**src/rtl/pulse_window_counter_if.sv**
```systemverilog
// Result channel of pulse_window_counter: one window total per valid/ready transfer.
// Ports: valid/count/overrun driven by the counter (master); ready driven by the consumer (slave).
// CNT_W sets the width of count and must match the counter instance it is bound to.
interface pulse_window_counter_if #(
    parameter int CNT_W = 8
);
    logic             valid;
    logic             ready;
    logic [CNT_W-1:0] count;
    logic             overrun;

    modport master (output valid, output count, output overrun, input ready);
    modport slave  (input valid, input count, input overrun, output ready);
endinterface

```
**src/rtl/pulse_window_counter.sv**
```systemverilog
// Counts single-cycle pulse strobes over back-to-back WINDOW-cycle windows and
// presents each window total through a one-entry valid/ready output register.
// Ports: clk, rst (async, active-high), pulse, enable; out = result channel
// (valid, count, overrun out; ready in). Result appears the cycle after window close.
// A close that finds the register full and not draining drops its result and
// strobes overrun for one cycle. Optional macro PULSE_WINDOW_SATURATE_EN makes
// the accumulator saturate instead of wrapping.
module pulse_window_counter #(
    parameter int WINDOW = 16,
    parameter int CNT_W  = 8
) (
    input  logic                     clk,
    input  logic                     rst,
    input  logic                     pulse,
    input  logic                     enable,
    pulse_window_counter_if.master   out
);
    localparam int             TW   = $clog2(WINDOW);
    localparam logic [TW-1:0]  LAST = TW'(WINDOW - 1);

    typedef enum logic {IDLE, COUNT} state_t;

    state_t           state, state_nxt;
    logic [TW-1:0]    timer, timer_nxt;
    logic [CNT_W-1:0] acc, acc_nxt;
    logic [CNT_W-1:0] sum;
    logic             close;
    logic             load;

    // Running total including this cycle's pulse.
    always_comb begin
`ifdef PULSE_WINDOW_SATURATE_EN
        sum = (pulse && (acc != {CNT_W{1'b1}})) ? acc + CNT_W'(1) : acc;
`else
        sum = acc + CNT_W'(pulse);
`endif
    end

    always_ff @(posedge clk or posedge rst) begin
        if (rst) begin
            state <= IDLE;
            timer <= '0;
            acc   <= '0;
        end else begin
            state <= state_nxt;
            timer <= timer_nxt;
            acc   <= acc_nxt;
        end
    end

    always_comb begin
        state_nxt = state;
        timer_nxt = timer;
        acc_nxt   = acc;
        close     = 1'b0;
        case (state)
            IDLE: begin
                // Timer and accumulator are already zero here, so the first
                // enabled cycle is window cycle 0 and its pulse is counted.
                // WINDOW >= 2 means cycle 0 can never be the closing cycle.
                if (enable) begin
                    state_nxt = COUNT;
                    timer_nxt = TW'(1);
                    acc_nxt   = sum;
                end
            end
            COUNT: begin
                if (!enable) begin
                    state_nxt = IDLE;
                    timer_nxt = '0;
                    acc_nxt   = '0;
                end else if (timer == LAST) begin
                    // Wrap without a gap: next cycle is cycle 0 of a new window.
                    close     = 1'b1;
                    timer_nxt = '0;
                    acc_nxt   = '0;
                end else begin
                    timer_nxt = timer + TW'(1);
                    acc_nxt   = sum;
                end
            end
            default: begin
                state_nxt = IDLE;
                timer_nxt = '0;
                acc_nxt   = '0;
            end
        endcase
    end

    // A drain on the closing cycle frees the register in time for the new total.
    assign load = close && (!out.valid || out.ready);

    always_ff @(posedge clk or posedge rst) begin
        if (rst) begin
            out.valid   <= 1'b0;
            out.count   <= '0;
            out.overrun <= 1'b0;
        end else begin
            out.overrun <= close && !load;
            if (load) begin
                out.valid <= 1'b1;
                out.count <= sum;
            end else if (out.ready) begin
                out.valid <= 1'b0;
            end
        end
    end
endmodule
```
**src/flat_wrapper.sv**
```systemverilog
// flat-port wrapper written by rule: the top's interface ports become plain ports
module pulse_window_counter_flat 
#(
    parameter int WINDOW = 16,
    parameter int CNT_W  = 8
)
  (clk, rst, pulse, enable, out_valid, out_count, out_overrun, out_ready);
  pulse_window_counter_if #(.CNT_W(CNT_W)) out_i ();
  input  logic clk;
  input  logic rst;
  input  logic pulse;
  input  logic enable;
  output wire logic [$bits(out_i.valid)-1:0] out_valid;
  output wire logic [$bits(out_i.count)-1:0] out_count;
  output wire logic [$bits(out_i.overrun)-1:0] out_overrun;
  input wire logic [$bits(out_i.ready)-1:0] out_ready;
  assign out_valid = out_i.valid;
  assign out_count = out_i.count;
  assign out_overrun = out_i.overrun;
  assign out_i.ready = out_ready;
  pulse_window_counter #(.WINDOW(WINDOW), .CNT_W(CNT_W)) u_core (.clk(clk), .rst(rst), .pulse(pulse), .enable(enable), .out(out_i));
endmodule
```
**config.mk**
```make
export PLATFORM = sky130hd
export DESIGN_NAME = pulse_window_counter_flat
export DESIGN_NICKNAME = d
export VERILOG_FILES = /design/src/rtl/pulse_window_counter_if.sv /design/src/rtl/pulse_window_counter.sv /design/src/flat_wrapper.sv
export SDC_FILE = /design/constraint.sdc
export NUM_CORES = 1
export LEC_CHECK = 0
export ABC_AREA = 1
export ABC_CLOCK_PERIOD_IN_PS = 1200
export BUFFER_PORTS_ARGS = -buffer_cell sky130_fd_sc_hd__buf_2
export CAP_MARGIN = 20
export CORE_UTILIZATION = 47
export CTS_CLUSTER_SIZE = 16
export DETAILED_ROUTE_END_ITERATION = 8
export GPL_ROUTABILITY_DRIVEN = 0
export PLACE_DENSITY = 0.7
export SYNTH_ARGS = -nofsm -noshare
export SYNTH_HDL_FRONTEND = slang
export SYNTH_SLANG_ARGS = --single-unit
```
**constraint.sdc**
```tcl
create_clock -name clk -period 1.2 [get_ports clk]
set_input_delay 0.24 -clock clk [delete_from_list [all_inputs] [get_ports clk]]
set_output_delay 0.24 -clock clk [all_outputs]
set_load 0.03 [all_outputs]
```
### Word-level counts from Yosys, hierarchy flattened

Index checks and enable logic that the tools add are counted.

| storage, ports and cells | value |
|---|---|
| register bits after elaboration | 23 |
| bits in latches | 0 |
| RAM bits | 0 |
| bits in read-only memories | 0 |
| output and inout bits | 10 |
| word-level logic and storage cells | 31 |
| memories kept | 0 |

| cells by class | value |
|---|---|
| $add $sub $neg | 2 |
| multiply operators | 0 |
| divide/modulo/power cells | 0 |
| $lt $le $gt $ge | 0 |
| eq/ne operators | 2 |
| shift operators | 0 |
| muxes and demuxes | 14 |
| bitwise operators | 1 |
| reductions and logical operators | 6 |

Operators with widths:

| cell | number |
|---|---|
| 8-bit 2-to-1 mux | 3 |
| 8-bit case mux with 2 select lines | 1 |
| 4-bit 2-to-1 mux | 3 |
| 8-bit by 1-bit adder with 8-bit output | 1 |
| 4-bit case mux with 2 select lines | 1 |
| 1-bit 2-to-1 mux | 6 |
| 4-bit by 1-bit adder with 4-bit output, second input constant | 1 |
| 4-bit == test, second input constant | 1 |
| 1-bit logical AND | 2 |
| 1-bit zero test | 2 |
| 2-bit inequality test, second input constant | 1 |
| 2-bit nonzero test | 1 |
| 1-bit logical OR | 1 |
| 1-bit NOT | 1 |

### Depth between registers and ports, before layout

Gate-level depths: netlist of the first run.

| depth | value |
|---|---|
| depth in word-level cells | 7 |
| depth in mapped cells | 9 |
| gate-level depth less buffers | 9 |

### Worst setup path after synthesis of the first run

Ideal clock, no wire load.

| timing | value |
|---|---|
| path kind | register -> register |
| start | register u_core.acc[0] |
| end | register u_core.acc[4] |
| library setup time | 0.131 ns |
| arrival time | 1.098 ns |
| required time | 1.069 ns |
| setup slack | -0.030 ns |
| stages on the path, launching flop included | 6 |
| period minus slack after synthesis | 1.230 ns |
| cell sequence | dfrtp_1 -> ha_1 -> ha_1 -> nand3_1 -> xor2_1 -> o21ai_0 |

| between the ends | value |
|---|---|
| cells in the longest elaborated chain, start to end | 4 |
| elaborated cells on any way between the ends | 5 |
| classes of those cells | 1 x add/sub; 4 x mux |

RTL lines:

| element | RTL line | source |
|---|---|---|
| from (decl) | pulse_window_counter.sv:25 | `logic [CNT_W-1:0] acc, acc_nxt;` |
| from (signal assigned) | pulse_window_counter.sv:47 | `acc <= acc_nxt;` |
| 8-bit by 1-bit adder with 8-bit output (*) | pulse_window_counter.sv:35 | `sum = acc + CNT_W'(pulse);` |
| 8-bit 2-to-1 mux | pulse_window_counter.sv:72 | `end else if (timer == LAST) begin` |
| 8-bit 2-to-1 mux | pulse_window_counter.sv:68 | `if (!enable) begin` |
| 8-bit case mux with 2 select lines (*) | pulse_window_counter.sv:56 | `case (state)` |

Every way passes the cells marked *; elsewhere a longest branch is shown, timed or not. The select of a mux whose other input is x is not followed.
A chain may end at the register's enable or synchronous reset.

### Worst setup path after layout of the first run

| timing | value |
|---|---|
| start | register u_core.timer[1] |
| end | register u_core.out.count[7] |

| between the ends | value |
|---|---|
| cells in the longest elaborated chain, start to end | 5 |

RTL lines:

| element | RTL line | source |
|---|---|---|
| from (decl) | pulse_window_counter.sv:24 | `logic [TW-1:0] timer, timer_nxt;` |
| from (signal assigned) | pulse_window_counter.sv:46 | `timer <= timer_nxt;` |
| 4-bit == test | pulse_window_counter.sv:72 |  |
| 1-bit 2-to-1 mux | pulse_window_counter.sv:72 |  |
| 1-bit 2-to-1 mux | pulse_window_counter.sv:68 |  |
| 1-bit 2-to-1 mux | pulse_window_counter.sv:56 |  |
| 1-bit logical AND | pulse_window_counter.sv:91 | `assign load = close && (!out.valid \|\| out.ready);` |
| to (signal assigned) | pulse_window_counter.sv:102 | `out.count <= sum;` |
| to (decl) | pulse_window_counter_if.sv:12 | `modport master (output valid, output count, output overrun, input ready);` |

Every way passes these cells.

==> results of run 1 <==
-- sequential cells by signal, indices dropped and copies added, names as in the netlist --
signal / flops
u_core.out.count: 8
u_core.out.valid: 1
u_core.state: 1
u_core.out.overrun: 1
u_core.acc: 8
u_core.timer: 4
-- worst max-delay path by stage --
stage / slack, ns / start / to
after floorplan: 0.002 / u_core.timer[0] / u_core.out.count[2]
after global placement: -0.04 / u_core.acc[0] / u_core.out.count[6]
after detailed placement: -0.14 / u_core.acc[0] / u_core.acc[6]
after CTS: -0.07 / u_core.acc[0] / u_core.acc[6]
after global routing: -0.19 / u_core.acc[0] / u_core.acc[6]
final: -0.1 / u_core.timer[1] / u_core.out.count[7]
-- cells by family after synthesis --
kind of cell | synth area share (%)
xor gates and xnor gates | 3.12
AOI/OAI and AO/OA | 8.12
DFF | 51.2
buffers and inverters | 6.01
and+or+nand+nor | 28.3
adders and majority gates | 3.34
-- layer usage --
layer  vias up  global-route usage, %  routed length [µm]
met4         0                   9.72                  29
met2        30                   34.4                1300
li1        469                      -                   -
met5         -                      0                   0
met3         4                   2.98                  84
met1       446                   23.8                1060
-- repair_timing --
item	CTS	global route
resized for setup	10	25
pin swaps	3	11
hold endpoints to repair	23	0
hold buffers	1	0
buffers inserted	3	5
cloned	1	0
endpoints found under the setup margin	15	18
-- layout make-up --
type                            instances  area [µm²]  area share, %
Tap cell                               28        35.0           2.33
Sequential cell                        23         577           38.4
Inverter                               15        56.3           3.74
Timing Repair Buffer                   27         184           12.2
Multi-Input combinational cell         91         624           41.5
Clock buffer                            3        22.5           1.50
Clock inverter                          1        5.00          0.333
-- synthesized netlist by cell type, types with 2 or more instances --
| library cell | instances | area, µm² |
|---|---|---|
| sky130_fd_sc_hd__nand2_1 | 43 | 161 |
| sky130_fd_sc_hd__dfrtp_1 | 23 | 576 |
| sky130_fd_sc_hd__inv_1 | 14 | 52.6 |
| sky130_fd_sc_hd__o21ai_0 | 9 | 45.0 |
| sky130_fd_sc_hd__nand3_1 | 7 | 35.0 |
| sky130_fd_sc_hd__nor2_1 | 7 | 26.3 |
| sky130_fd_sc_hd__nand2_2 | 5 | 31.3 |
| sky130_fd_sc_hd__ha_1 | 3 | 37.5 |
| sky130_fd_sc_hd__o21ai_2 | 3 | 26.3 |
| sky130_fd_sc_hd__nor2_4 | 2 | 22.5 |
| sky130_fd_sc_hd__xnor2_1 | 2 | 17.5 |
| sky130_fd_sc_hd__xor2_1 | 2 | 17.5 |
-- layout by cell type, fill, tap and decap left out, drive strengths merged --
master       instances
o21ai               13
dlygate4sd3          1
xnor2                2
nand3b               1
dfrtp               23
clkbuf               3
nand2               48
nor2                10
nand3               10
a22o                 1
xor2                 2
o22ai                1
clkinv               1
ha                   3
buf                 26
inv                 15
-- stage by stage --
step,hold slack (ns),area (µm²),utilization [%],setup TNS (ns)
floorplan,0.242,1140,-,0
global placement,0.292,1270,57.1,-0.107
detailed placement,0.295,1270,57.1,-0.664
global route,0.0941,1500,67.3,-2.23
finish,0.121,1500,67.3,-1.08
CTS,0.0858,1390,62.4,-0.570
-- power breakdown --
| group | internal [µW] | switching [µW] | leakage (µW) |
|---|---|---|---|
| registers | 805 | 41.8 | 0.000312 |
| logic | 92.9 | 109 | 0.000429 |
| clock network | 124 | 230 | 0.0000177 |
| total | 1020 | 381 | 0.000759 |
==> impl_metrics.xml, run 1 <==
<?xml version="1.0" encoding="UTF-8"?>
<metrics>
  <group name="global_route">
    <metric name="maximum_number_of_pins_on_one_net_before_global_route_repair" unit="">24</metric>
    <metric name="globalRoute.totalOverflow" unit="">0</metric>
    <metric name="grt_first_pass_wirelength" unit="mm">3.80</metric>
    <metric name="groute.usage.overall" unit="%">19.8</metric>
    <metric name="grt_antenna_before_repair" unit="">0</metric>
    <metric name="grt_pass1_vias" unit="">906</metric>
  </group>
  <group name="hold_path">
    <metric name="hp-class" unit="">input pin to flip-flop</metric>
    <metric name="start_point_of_the_worst_hold_path" unit="">enable</metric>
    <metric name="hold-path-endpoint" unit="">u_core.state</metric>
    <metric name="hold-path-cell-count" unit="">1</metric>
  </group>
  <group name="clock_tree">
    <metric name="cts-root-to-sink-buffers" unit="">2</metric>
    <metric name="htreeDepth" unit="">1</metric>
    <metric name="cts_made_buffers" unit="">3</metric>
    <metric name="tritoncts_num_sinks" unit="">23</metric>
    <metric name="clock_latency" unit="ns">0.31</metric>
    <metric name="cts_root_buf" unit="">sky130_fd_sc_hd__clkbuf_4</metric>
    <metric name="cts_tree" unit="">built</metric>
    <metric name="clk_transition_reported_paths" unit="ns">0.12</metric>
  </group>
  <group name="drt">
    <metric name="dr_total_vias" unit="">949</metric>
    <metric name="route.antenna.remaining_nets" unit="">0</metric>
    <metric name="dr.pass1.iters" unit="">5</metric>
    <metric name="wl" unit="mm">2.47</metric>
    <metric name="per_cell_routed_wire_length" unit="µm">13.1</metric>
    <metric name="drc" unit="">0</metric>
    <metric name="detailedRoute.firstIterationViolations" unit="">19</metric>
    <metric name="detail_route.vias_per_cell" unit="">5.05</metric>
  </group>
  <group name="pwr">
    <metric name="total_leakage_power" unit="µW">0.000759</metric>
    <metric name="power.density_cell_area" unit="nW/µm²">933</metric>
    <metric name="peakVddDrop" unit="µV">818</metric>
    <metric name="totalPowerFinal" unit="µW">1400</metric>
  </group>
  <group name="place">
    <metric name="place.port_buffers" unit="">14</metric>
    <metric name="preCtsSetupSlack" unit="ns">-0.139</metric>
    <metric name="detailed_place_hpwl" unit="mm">1.51</metric>
    <metric name="dp_cells" unit="">175</metric>
  </group>
  <group name="worst_setup_path">
    <metric name="r2r-start" unit="">u_core.timer[1]</metric>
    <metric name="capturing_point_of_the_worst_reg2reg_path" unit="">u_core.out.count[7]</metric>
    <metric name="timing.critical_path.slowest_cell_delay" unit="ns">0.41</metric>
    <metric name="worst-endpoint-arrival" unit="ns">1.50</metric>
    <metric name="required" unit="ns">1.41</metric>
    <metric name="worstPathCellList" unit="">ha_4 -&gt; nand2_4 -&gt; nor2_4 -&gt; nand3_4 -&gt; nand2_1 -&gt; nand2_1</metric>
    <metric name="cp-start-kind" unit="">flip-flop</metric>
    <metric name="critPathMostFrequentCell" unit="">sky130_fd_sc_hd__nand2_1</metric>
    <metric name="worst_setup_path_end_kind" unit="">flip-flop</metric>
    <metric name="cp_num_cells" unit="">6</metric>
    <metric name="worst-r2r-cell-count" unit="">6</metric>
    <metric name="critPathBufInv" unit="">0</metric>
    <metric name="cp_slowest_cell" unit="">sky130_fd_sc_hd__dfrtp_1</metric>
    <metric name="reg_to_reg_setup_timing_slack" unit="ns">-0.1</metric>
    <metric name="worst_path_dominant_cell_family" unit="">simple AND/OR/NAND/NOR gates</metric>
    <metric name="critical_path_peak_fanout" unit="">6</metric>
    <metric name="worstSetupPathType" unit="">flip-flop to flip-flop</metric>
  </group>
  <group name="sta">
    <metric name="timing.final.crit_share" unit="%">108</metric>
    <metric name="timing.final.hold_violations" unit="">0</metric>
    <metric name="timing.final.max_slew_violations" unit="">0</metric>
    <metric name="grt_setup_unrepaired" unit="">yes</metric>
    <metric name="skew" unit="ns">0.00777</metric>
    <metric name="maximum_clock_frequency" unit="MHz">772</metric>
    <metric name="relSlewSlack" unit="%">77.1</metric>
    <metric name="finalCriticalPeriod" unit="ns">1.30</metric>
    <metric name="setup_viol" unit="">17</metric>
    <metric name="setup_ws" unit="ns">-0.0954</metric>
    <metric name="slew_at_the_pin_closest_to_its_max_slew_limit" unit="ns">0.343</metric>
  </group>
  <group name="logic_synthesis">
    <metric name="synth_edf_count" unit="">0</metric>
    <metric name="dominantRegCellSynth" unit="">sky130_fd_sc_hd__dfrtp_1</metric>
    <metric name="synthesized_netlist_net_count" unit="">137</metric>
    <metric name="synth_async_sr_flop_share" unit="%">100</metric>
    <metric name="synthesis.area_per_instance" unit="µm²">8.72</metric>
    <metric name="seq_area_frac_synth" unit="%">51.2</metric>
    <metric name="ys_warn_count" unit="">0</metric>
    <metric name="synth_area" unit="µm²">1120</metric>
    <metric name="ys_ff_latch" unit="">23</metric>
    <metric name="synthesis.instances" unit="">129</metric>
    <metric name="yosysUniqueCellTypes" unit="">21</metric>
  </group>
  <group name="finish">
    <metric name="final_cells" unit="">188</metric>
    <metric name="area_growth" unit="%">33.7</metric>
    <metric name="num-nets-final" unit="">169</metric>
    <metric name="final_layout_size_suffix_gt1_share" unit="%">38.1</metric>
    <metric name="num-fill-cells" unit="">174</metric>
    <metric name="antenna_diode_instance_count" unit="">0</metric>
  </group>
  <group name="floorplanning">
    <metric name="initial_core_utilization" unit="%">50.4</metric>
    <metric name="core_area" unit="µm²">2230</metric>
    <metric name="die_height" unit="µm">50.9</metric>
    <metric name="design.portCount" unit="">15</metric>
    <metric name="fp.dieW" unit="µm">50.9</metric>
    <metric name="dieArea" unit="µm²">2590</metric>
    <metric name="placement_rows" unit="">17</metric>
  </group>
  <group name="outcome">
    <metric name="status" unit="">complete, but fails checks</metric>
    <metric name="failing_checks" unit="">negative setup slack</metric>
  </group>
  <group name="flow_run">
    <metric name="max-cap-violations" unit="">0</metric>
  </group>
</metrics>
No activity file was read; power rests on OpenSTA's default activity.
==> run 2: changes to the inputs <==
ABC_CLOCK_PERIOD_IN_PS = unset   (was 1200)
CORE_UTILIZATION = 40   (was 47)
PLACE_DENSITY = 0.61   (was 0.7)
==> run 2 against run 1 <==
Highest routed layer unchanged. Global-route usage fell by 3.3 points. Combinational power about the same. The flow still finishes with violations (negative setup slack). Largest cell class unchanged. Setup slack got worse by 0.0065 ns. Core utilization decreased by 10 points. Clock skew decreased by 0.0031 ns.
==> impl_metrics.xml, run 2 (synthesis results as in run 1) <==
<?xml version="1.0" encoding="UTF-8"?>
<metrics>
  <group name="outcome">
    <metric name="failing_checks" unit="">negative setup slack</metric>
    <metric name="status" unit="">complete, but fails checks</metric>
  </group>
  <group name="worst_setup_path">
    <metric name="worstSetupEndpoint" unit="">u_core.acc[2]</metric>
    <metric name="worstSetupPathType" unit="">flip-flop to flip-flop</metric>
    <metric name="worst-r2r-cell-count" unit="">5</metric>
    <metric name="critical_path_peak_fanout" unit="">3</metric>
    <metric name="crit_start" unit="">u_core.acc[0]</metric>
    <metric name="worst-endpoint-arrival" unit="ns">1.49</metric>
    <metric name="worst_setup_path_end_kind" unit="">flip-flop</metric>
    <metric name="r2r-start" unit="">u_core.acc[0]</metric>
    <metric name="cp-start-kind" unit="">flip-flop</metric>
    <metric name="reg_to_reg_setup_timing_slack" unit="ns">-0.10</metric>
    <metric name="required" unit="ns">1.39</metric>
    <metric name="capturing_point_of_the_worst_reg2reg_path" unit="">u_core.acc[2]</metric>
  </group>
  <group name="sta">
    <metric name="timing.setup.tns" unit="ns">-1.14</metric>
    <metric name="timing.final.max_slew_violations" unit="">0</metric>
    <metric name="relSlewSlack" unit="%">80.2</metric>
    <metric name="setup_ws" unit="ns">-0.102</metric>
    <metric name="timing.final.hold_violations" unit="">0</metric>
    <metric name="slew_at_the_pin_closest_to_its_max_slew_limit" unit="ns">0.296</metric>
    <metric name="setup_viol" unit="">19</metric>
    <metric name="maximum_clock_frequency" unit="MHz">768</metric>
    <metric name="finalCriticalPeriod" unit="ns">1.30</metric>
    <metric name="grt_setup_unrepaired" unit="">yes</metric>
    <metric name="skew" unit="ns">0.00465</metric>
    <metric name="timing.final.crit_share" unit="%">108</metric>
  </group>
  <group name="hold_path">
    <metric name="hold-path-cell-count" unit="">1</metric>
    <metric name="hp-class" unit="">input pin to flip-flop</metric>
  </group>
  <group name="global_route">
    <metric name="groute.usage.overall" unit="%">16.5</metric>
    <metric name="grt_pass1_vias" unit="">774</metric>
    <metric name="globalRoute.totalOverflow" unit="">0</metric>
    <metric name="grt_first_pass_wirelength" unit="mm">3.46</metric>
    <metric name="maximum_number_of_pins_on_one_net_before_global_route_repair" unit="">24</metric>
    <metric name="grt_antenna_before_repair" unit="">0</metric>
  </group>
  <group name="floorplanning">
    <metric name="fp.dieW" unit="µm">55.0</metric>
    <metric name="design.portCount" unit="">15</metric>
    <metric name="core_area" unit="µm²">2570</metric>
    <metric name="dieArea" unit="µm²">3030</metric>
    <metric name="die_height" unit="µm">55.0</metric>
    <metric name="placement_rows" unit="">18</metric>
    <metric name="initial_core_utilization" unit="%">43.8</metric>
  </group>
  <group name="pwr">
    <metric name="switching_fraction_of_total_power" unit="%">26.0</metric>
    <metric name="power.density_cell_area" unit="nW/µm²">954</metric>
    <metric name="netSwitchingPower" unit="µW">363</metric>
    <metric name="power_frac_clock" unit="%">24.8</metric>
    <metric name="totalPowerFinal" unit="µW">1390</metric>
    <metric name="peakVddDrop" unit="µV">554</metric>
    <metric name="cell_internal_pwr" unit="µW">1030</metric>
    <metric name="power.sequential.fraction" unit="%">60.8</metric>
    <metric name="combinationalPowerShare" unit="%">14.4</metric>
    <metric name="total_leakage_power" unit="µW">0.000734</metric>
  </group>
  <group name="drt">
    <metric name="wl" unit="mm">2.24</metric>
    <metric name="drc" unit="">0</metric>
    <metric name="dr.pass1.iters" unit="">4</metric>
    <metric name="route.antenna.remaining_nets" unit="">0</metric>
    <metric name="detail_route.vias_per_cell" unit="">4.71</metric>
    <metric name="detailedRoute.firstIterationViolations" unit="">16</metric>
    <metric name="per_cell_routed_wire_length" unit="µm">11.8</metric>
    <metric name="dr_total_vias" unit="">891</metric>
  </group>
  <group name="finish">
    <metric name="layout_common_cells" unit="">41 x sky130_fd_sc_hd__nand2_1, 22 x sky130_fd_sc_hd__dfrtp_1, 14 x sky130_fd_sc_hd__buf_2</metric>
    <metric name="num-nets-final" unit="">168</metric>
    <metric name="antenna_diode_instance_count" unit="">0</metric>
    <metric name="area_growth" unit="%">30.0</metric>
    <metric name="final_layout_size_suffix_gt1_share" unit="%">37.1</metric>
    <metric name="final_cells" unit="">189</metric>
    <metric name="design_area" unit="µm²">1460</metric>
    <metric name="reg_top3" unit="">u_core.acc: 8 flops, u_core.out.count: 8 flops, u_core.timer: 4 flops</metric>
    <metric name="final_common_cell" unit="">sky130_fd_sc_hd__nand2_1</metric>
    <metric name="num-fill-cells" unit="">245</metric>
  </group>
  <group name="flow_run">
    <metric name="max-cap-violations" unit="">0</metric>
  </group>
  <group name="place">
    <metric name="detailed_place_hpwl" unit="mm">1.52</metric>
    <metric name="dp_cells" unit="">178</metric>
    <metric name="cell_area_placed" unit="µm²">1280</metric>
    <metric name="place.port_buffers" unit="">14</metric>
  </group>
  <group name="clock_tree">
    <metric name="tritoncts_num_sinks" unit="">23</metric>
    <metric name="htreeDepth" unit="">1</metric>
    <metric name="cts_root_buf" unit="">sky130_fd_sc_hd__clkbuf_4</metric>
    <metric name="clock_latency" unit="ns">0.30</metric>
    <metric name="clk_transition_reported_paths" unit="ns">0.12</metric>
    <metric name="cts_made_buffers" unit="">3</metric>
    <metric name="cts_tree" unit="">built</metric>
    <metric name="cts-root-to-sink-buffers" unit="">2</metric>
  </group>
</metrics>
run 2: changes by cell type in the layout (fill, tap and decap cells not counted), moves of 2 or more:
cell / change
sky130_fd_sc_hd__nor2_2: +2
sky130_fd_sc_hd__o21ai_1: -3
sky130_fd_sc_hd__nor2_1: +2
sky130_fd_sc_hd__o21ai_0: +3
sky130_fd_sc_hd__buf_6: -2
sky130_fd_sc_hd__nor2_4: -4
run 2: layer usage:
| layer | up-vias | part of all wire [%] | GRT usage, % |
|---|---|---|---|
| met5 | - | 0 | 0 |
| li1 | 466 | - | - |
| met2 | 10 | 48 | 25.5 |
| met3 | 2 | 3.5 | 2.46 |
| met4 | 0 | 0.54 | 5.00 |
| met1 | 413 | 48 | 23.8 |
run 2: area by class of cell:
class                   count  area, µm²  share of cell area (%)
flip-flops and latches     23        577                    39.4
clock buffers               4       26.3                    1.80
inverters                  15       56.3                    3.85
multi-input cells          91        599                    41.0
repair buffers             26        166                    11.4
well taps                  30       37.5                    2.57
run 2: power by group through the flow:
| stage | Sequential, µW | Clock, µW | Combinational, µW |
|---|---|---|---|
| floorplan | 846 | 0 | 98.8 |
| global route | 853 | 399 | 226 |
| CTS | 840 | 361 | 176 |
| finish | 848 | 346 | 201 |
| detailed placement | 850 | 0 | 155 |
| global placement | 847 | 0 | 151 |
run 2: timing repair:
action                                  CTS  global route
hold buffers                              1             0
endpoints found under the setup margin   17            17
cloned                                    0             1
buffers inserted                          1             4
gates resized for setup                  10            12
pin swaps                                 2             4
endpoints found under the hold margin    23             0
run 2: worst min-delay path by stage:
stage,start,slack (ns),to
5_1_grt,enable,0.1,u_core.state
4_1_cts,enable,0.09,u_core.state
6_report,enable,0.11,u_core.state
3_3_place_gp,rst,0.29,u_core.out.count[7]
2_1_floorplan,rst,0.24,u_core.acc[0]
3_5_place_dp,rst,0.30,u_core.acc[7]
run 2: worst max-delay path, cell delays in order (launching register included):
cell	delay, ns
sky130_fd_sc_hd__dfrtp_1	0.43
sky130_fd_sc_hd__ha_4	0.19
sky130_fd_sc_hd__ha_4	0.17
sky130_fd_sc_hd__buf_4	0.13
sky130_fd_sc_hd__xnor2_2	0.17
sky130_fd_sc_hd__o22ai_1	0.11
run 2: metrics by stage:
stage	setup slack (ns)	hold WS, ns	util (%)
floorplan	0.00249	0.242	-
global placement	-0.0626	0.295	50.0
detailed placement	-0.113	0.299	50.0
CTS	-0.0771	0.0938	53.4
global route	-0.170	0.0953	57.0
finish	-0.102	0.109	57.0
==> run 3: changes to the inputs <==
MAX_ROUTING_LAYER = met4   (was unset)
==> run 3 against run 2 <==
The flow still finishes with violations (negative setup slack). Clock power hardly changed. Sequential share of layout area unchanged. Highest routed layer unchanged. Register-to-register slack about the same. Clock skew about the same. Power barely moved. Non-clock buffer count did not move. Die area stayed put. Flip-flop and latch count unchanged. Largest power group unchanged. Sequential power is essentially flat. Critical path type unchanged.
==> impl_metrics.xml, run 3 (synthesis results as in run 1) <==
<?xml version="1.0" encoding="UTF-8"?>
<metrics>
  <group name="clock_tree">
    <metric name="clock_latency" unit="ns">0.30</metric>
    <metric name="tritoncts_num_sinks" unit="">23</metric>
    <metric name="clk_transition_reported_paths" unit="ns">0.12</metric>
    <metric name="htreeDepth" unit="">1</metric>
    <metric name="cts_made_buffers" unit="">3</metric>
    <metric name="cts-root-to-sink-buffers" unit="">2</metric>
    <metric name="cts_tree" unit="">built</metric>
    <metric name="cts_root_buf" unit="">sky130_fd_sc_hd__clkbuf_4</metric>
  </group>
  <group name="worst_setup_path">
    <metric name="worstSetupPathType" unit="">flip-flop to flip-flop</metric>
    <metric name="r2r-start" unit="">u_core.acc[0]</metric>
    <metric name="required" unit="ns">1.39</metric>
    <metric name="cp-start-kind" unit="">flip-flop</metric>
    <metric name="critPathBufInv" unit="">1</metric>
    <metric name="reg_to_reg_setup_timing_slack" unit="ns">-0.10</metric>
    <metric name="timing.critical_path.slowest_cell_delay" unit="ns">0.43</metric>
    <metric name="cp_num_cells" unit="">5</metric>
    <metric name="critical_path_peak_fanout" unit="">3</metric>
    <metric name="critPathMostFrequentCell" unit="">sky130_fd_sc_hd__ha_4</metric>
    <metric name="worstPathCellList" unit="">ha_4 -&gt; ha_4 -&gt; buf_4 -&gt; xnor2_2 -&gt; o22ai_1</metric>
    <metric name="crit_start" unit="">u_core.acc[0]</metric>
    <metric name="worst-r2r-cell-count" unit="">5</metric>
    <metric name="worst_setup_path_end_kind" unit="">flip-flop</metric>
    <metric name="worstSetupEndpoint" unit="">u_core.acc[2]</metric>
    <metric name="cp_slowest_cell" unit="">sky130_fd_sc_hd__dfrtp_1</metric>
    <metric name="worst_path_dominant_cell_family" unit="">flip-flops</metric>
    <metric name="worst-endpoint-arrival" unit="ns">1.49</metric>
    <metric name="capturing_point_of_the_worst_reg2reg_path" unit="">u_core.acc[2]</metric>
  </group>
  <group name="outcome">
    <metric name="status" unit="">complete, but fails checks</metric>
    <metric name="failing_checks" unit="">negative setup slack</metric>
  </group>
  <group name="global_route">
    <metric name="grt_antenna_before_repair" unit="">0</metric>
    <metric name="groute.usage.overall" unit="%">17.0</metric>
    <metric name="maximum_number_of_pins_on_one_net_before_global_route_repair" unit="">24</metric>
    <metric name="grt_pass1_vias" unit="">773</metric>
    <metric name="globalRoute.totalOverflow" unit="">0</metric>
    <metric name="grt_first_pass_wirelength" unit="mm">3.47</metric>
  </group>
  <group name="sta">
    <metric name="timing.final.crit_share" unit="%">108</metric>
    <metric name="timing.final.max_slew_violations" unit="">0</metric>
    <metric name="grt_setup_unrepaired" unit="">yes</metric>
    <metric name="skew" unit="ns">0.00446</metric>
    <metric name="slew_at_the_pin_closest_to_its_max_slew_limit" unit="ns">0.296</metric>
    <metric name="finalCriticalPeriod" unit="ns">1.30</metric>
    <metric name="setup_ws" unit="ns">-0.100</metric>
    <metric name="relSlewSlack" unit="%">80.3</metric>
    <metric name="setup_viol" unit="">19</metric>
    <metric name="timing.final.hold_violations" unit="">0</metric>
    <metric name="maximum_clock_frequency" unit="MHz">769</metric>
  </group>
  <group name="drt">
    <metric name="route.antenna.remaining_nets" unit="">0</metric>
    <metric name="wl" unit="mm">2.24</metric>
    <metric name="dr.pass1.iters" unit="">4</metric>
    <metric name="per_cell_routed_wire_length" unit="µm">11.8</metric>
    <metric name="drc" unit="">0</metric>
    <metric name="dr_total_vias" unit="">893</metric>
    <metric name="detailedRoute.firstIterationViolations" unit="">16</metric>
    <metric name="detail_route.vias_per_cell" unit="">4.72</metric>
  </group>
  <group name="finish">
    <metric name="final_common_cell" unit="">sky130_fd_sc_hd__nand2_1</metric>
    <metric name="final_cells" unit="">189</metric>
    <metric name="design_area" unit="µm²">1460</metric>
    <metric name="layout_common_cells" unit="">41 x sky130_fd_sc_hd__nand2_1, 22 x sky130_fd_sc_hd__dfrtp_1, 14 x sky130_fd_sc_hd__buf_2</metric>
    <metric name="antenna_diode_instance_count" unit="">0</metric>
    <metric name="share_of_the_core_filled_with_cells" unit="%">57.0</metric>
    <metric name="area_growth" unit="%">30.0</metric>
    <metric name="final_layout_size_suffix_gt1_share" unit="%">37.1</metric>
    <metric name="num-nets-final" unit="">168</metric>
    <metric name="reg_top3" unit="">u_core.acc: 8 flops, u_core.out.count: 8 flops, u_core.timer: 4 flops</metric>
  </group>
  <group name="floorplanning">
    <metric name="dieArea" unit="µm²">3030</metric>
    <metric name="design.portCount" unit="">15</metric>
    <metric name="core_area" unit="µm²">2570</metric>
    <metric name="fp.dieW" unit="µm">55.0</metric>
    <metric name="die_height" unit="µm">55.0</metric>
    <metric name="initial_core_utilization" unit="%">43.8</metric>
    <metric name="placement_rows" unit="">18</metric>
  </group>
  <group name="hold_path">
    <metric name="hp-class" unit="">input pin to flip-flop</metric>
  </group>
  <group name="place">
    <metric name="cell_area_placed" unit="µm²">1280</metric>
    <metric name="dp_cells" unit="">178</metric>
    <metric name="place.port_buffers" unit="">14</metric>
    <metric name="detailed_place_hpwl" unit="mm">1.52</metric>
  </group>
  <group name="pwr">
    <metric name="peakVddDrop" unit="µV">554</metric>
    <metric name="power.density_cell_area" unit="nW/µm²">953</metric>
    <metric name="total_leakage_power" unit="µW">0.000734</metric>
  </group>
  <group name="flow_run">
    <metric name="max-cap-violations" unit="">0</metric>
  </group>
</metrics>
-- run 3: cell counts in the layout (fill, tap and decap cells not counted) --
Identical to the previous run, type by type.
-- run 3: per-stage QoR --
step | power, µW | hold WS (ns) | setup WS, ns | TNS (ns)
after floorplan | 945 | 0.242 | 0.00249 | 0
after global placement | 998 | 0.295 | -0.0626 | -0.174
after detailed placement | 1000 | 0.299 | -0.113 | -0.653
after CTS | 1380 | 0.0938 | -0.0771 | -0.571
after global routing | 1480 | 0.0953 | -0.170 | -2.55
final | 1390 | 0.109 | -0.100 | -1.14
-- run 3: routing by layer --
metal  GRT usage (%)  up-vias  part of all wire (%)
met5               -        -                     0
met4            5.00        0                  0.54
met3            2.46        2                   3.5
met2            25.5       10                    48
met1            23.8      415                    48
li1                -      466                     -
-- run 3: final cells by class --
class | instances | area, µm²
Fill cell | 245 | 1100
Timing Repair Buffer | 26 | 166
Sequential cell | 23 | 577
Clock buffer | 4 | 26.3
Multi-Input combinational cell | 91 | 599
Inverter | 15 | 56.3
Tap cell | 30 | 37.5
-- run 3: timing repair --
item / CTS / global route
endpoints found under the hold margin: 23 / 0
gates resized for setup: 10 / 12
pin swaps: 2 / 4
setup buffers: 1 / 4
endpoints found under the setup margin: 17 / 17
cloned: 0 / 1
hold buffers: 1 / 0
-- run 3: worst min path at each step --
stage | startpoint | end | depth (start not counted)
2_1_floorplan | rst | u_core.acc[0] | 1
3_3_place_gp | rst | u_core.out.count[7] | 3
3_5_place_dp | rst | u_core.acc[7] | 3
4_1_cts | enable | u_core.state | 1
5_1_grt | enable | u_core.state | 1
6_report | enable | u_core.state | 1
-- run 3: where the power goes --
group | internal (µW) | leakage, µW | switching [µW]
Combinational | 97.8 | 0.000407 | 103
Clock | 129 | 0.0000150 | 216
Sequential | 805 | 0.000312 | 42.8
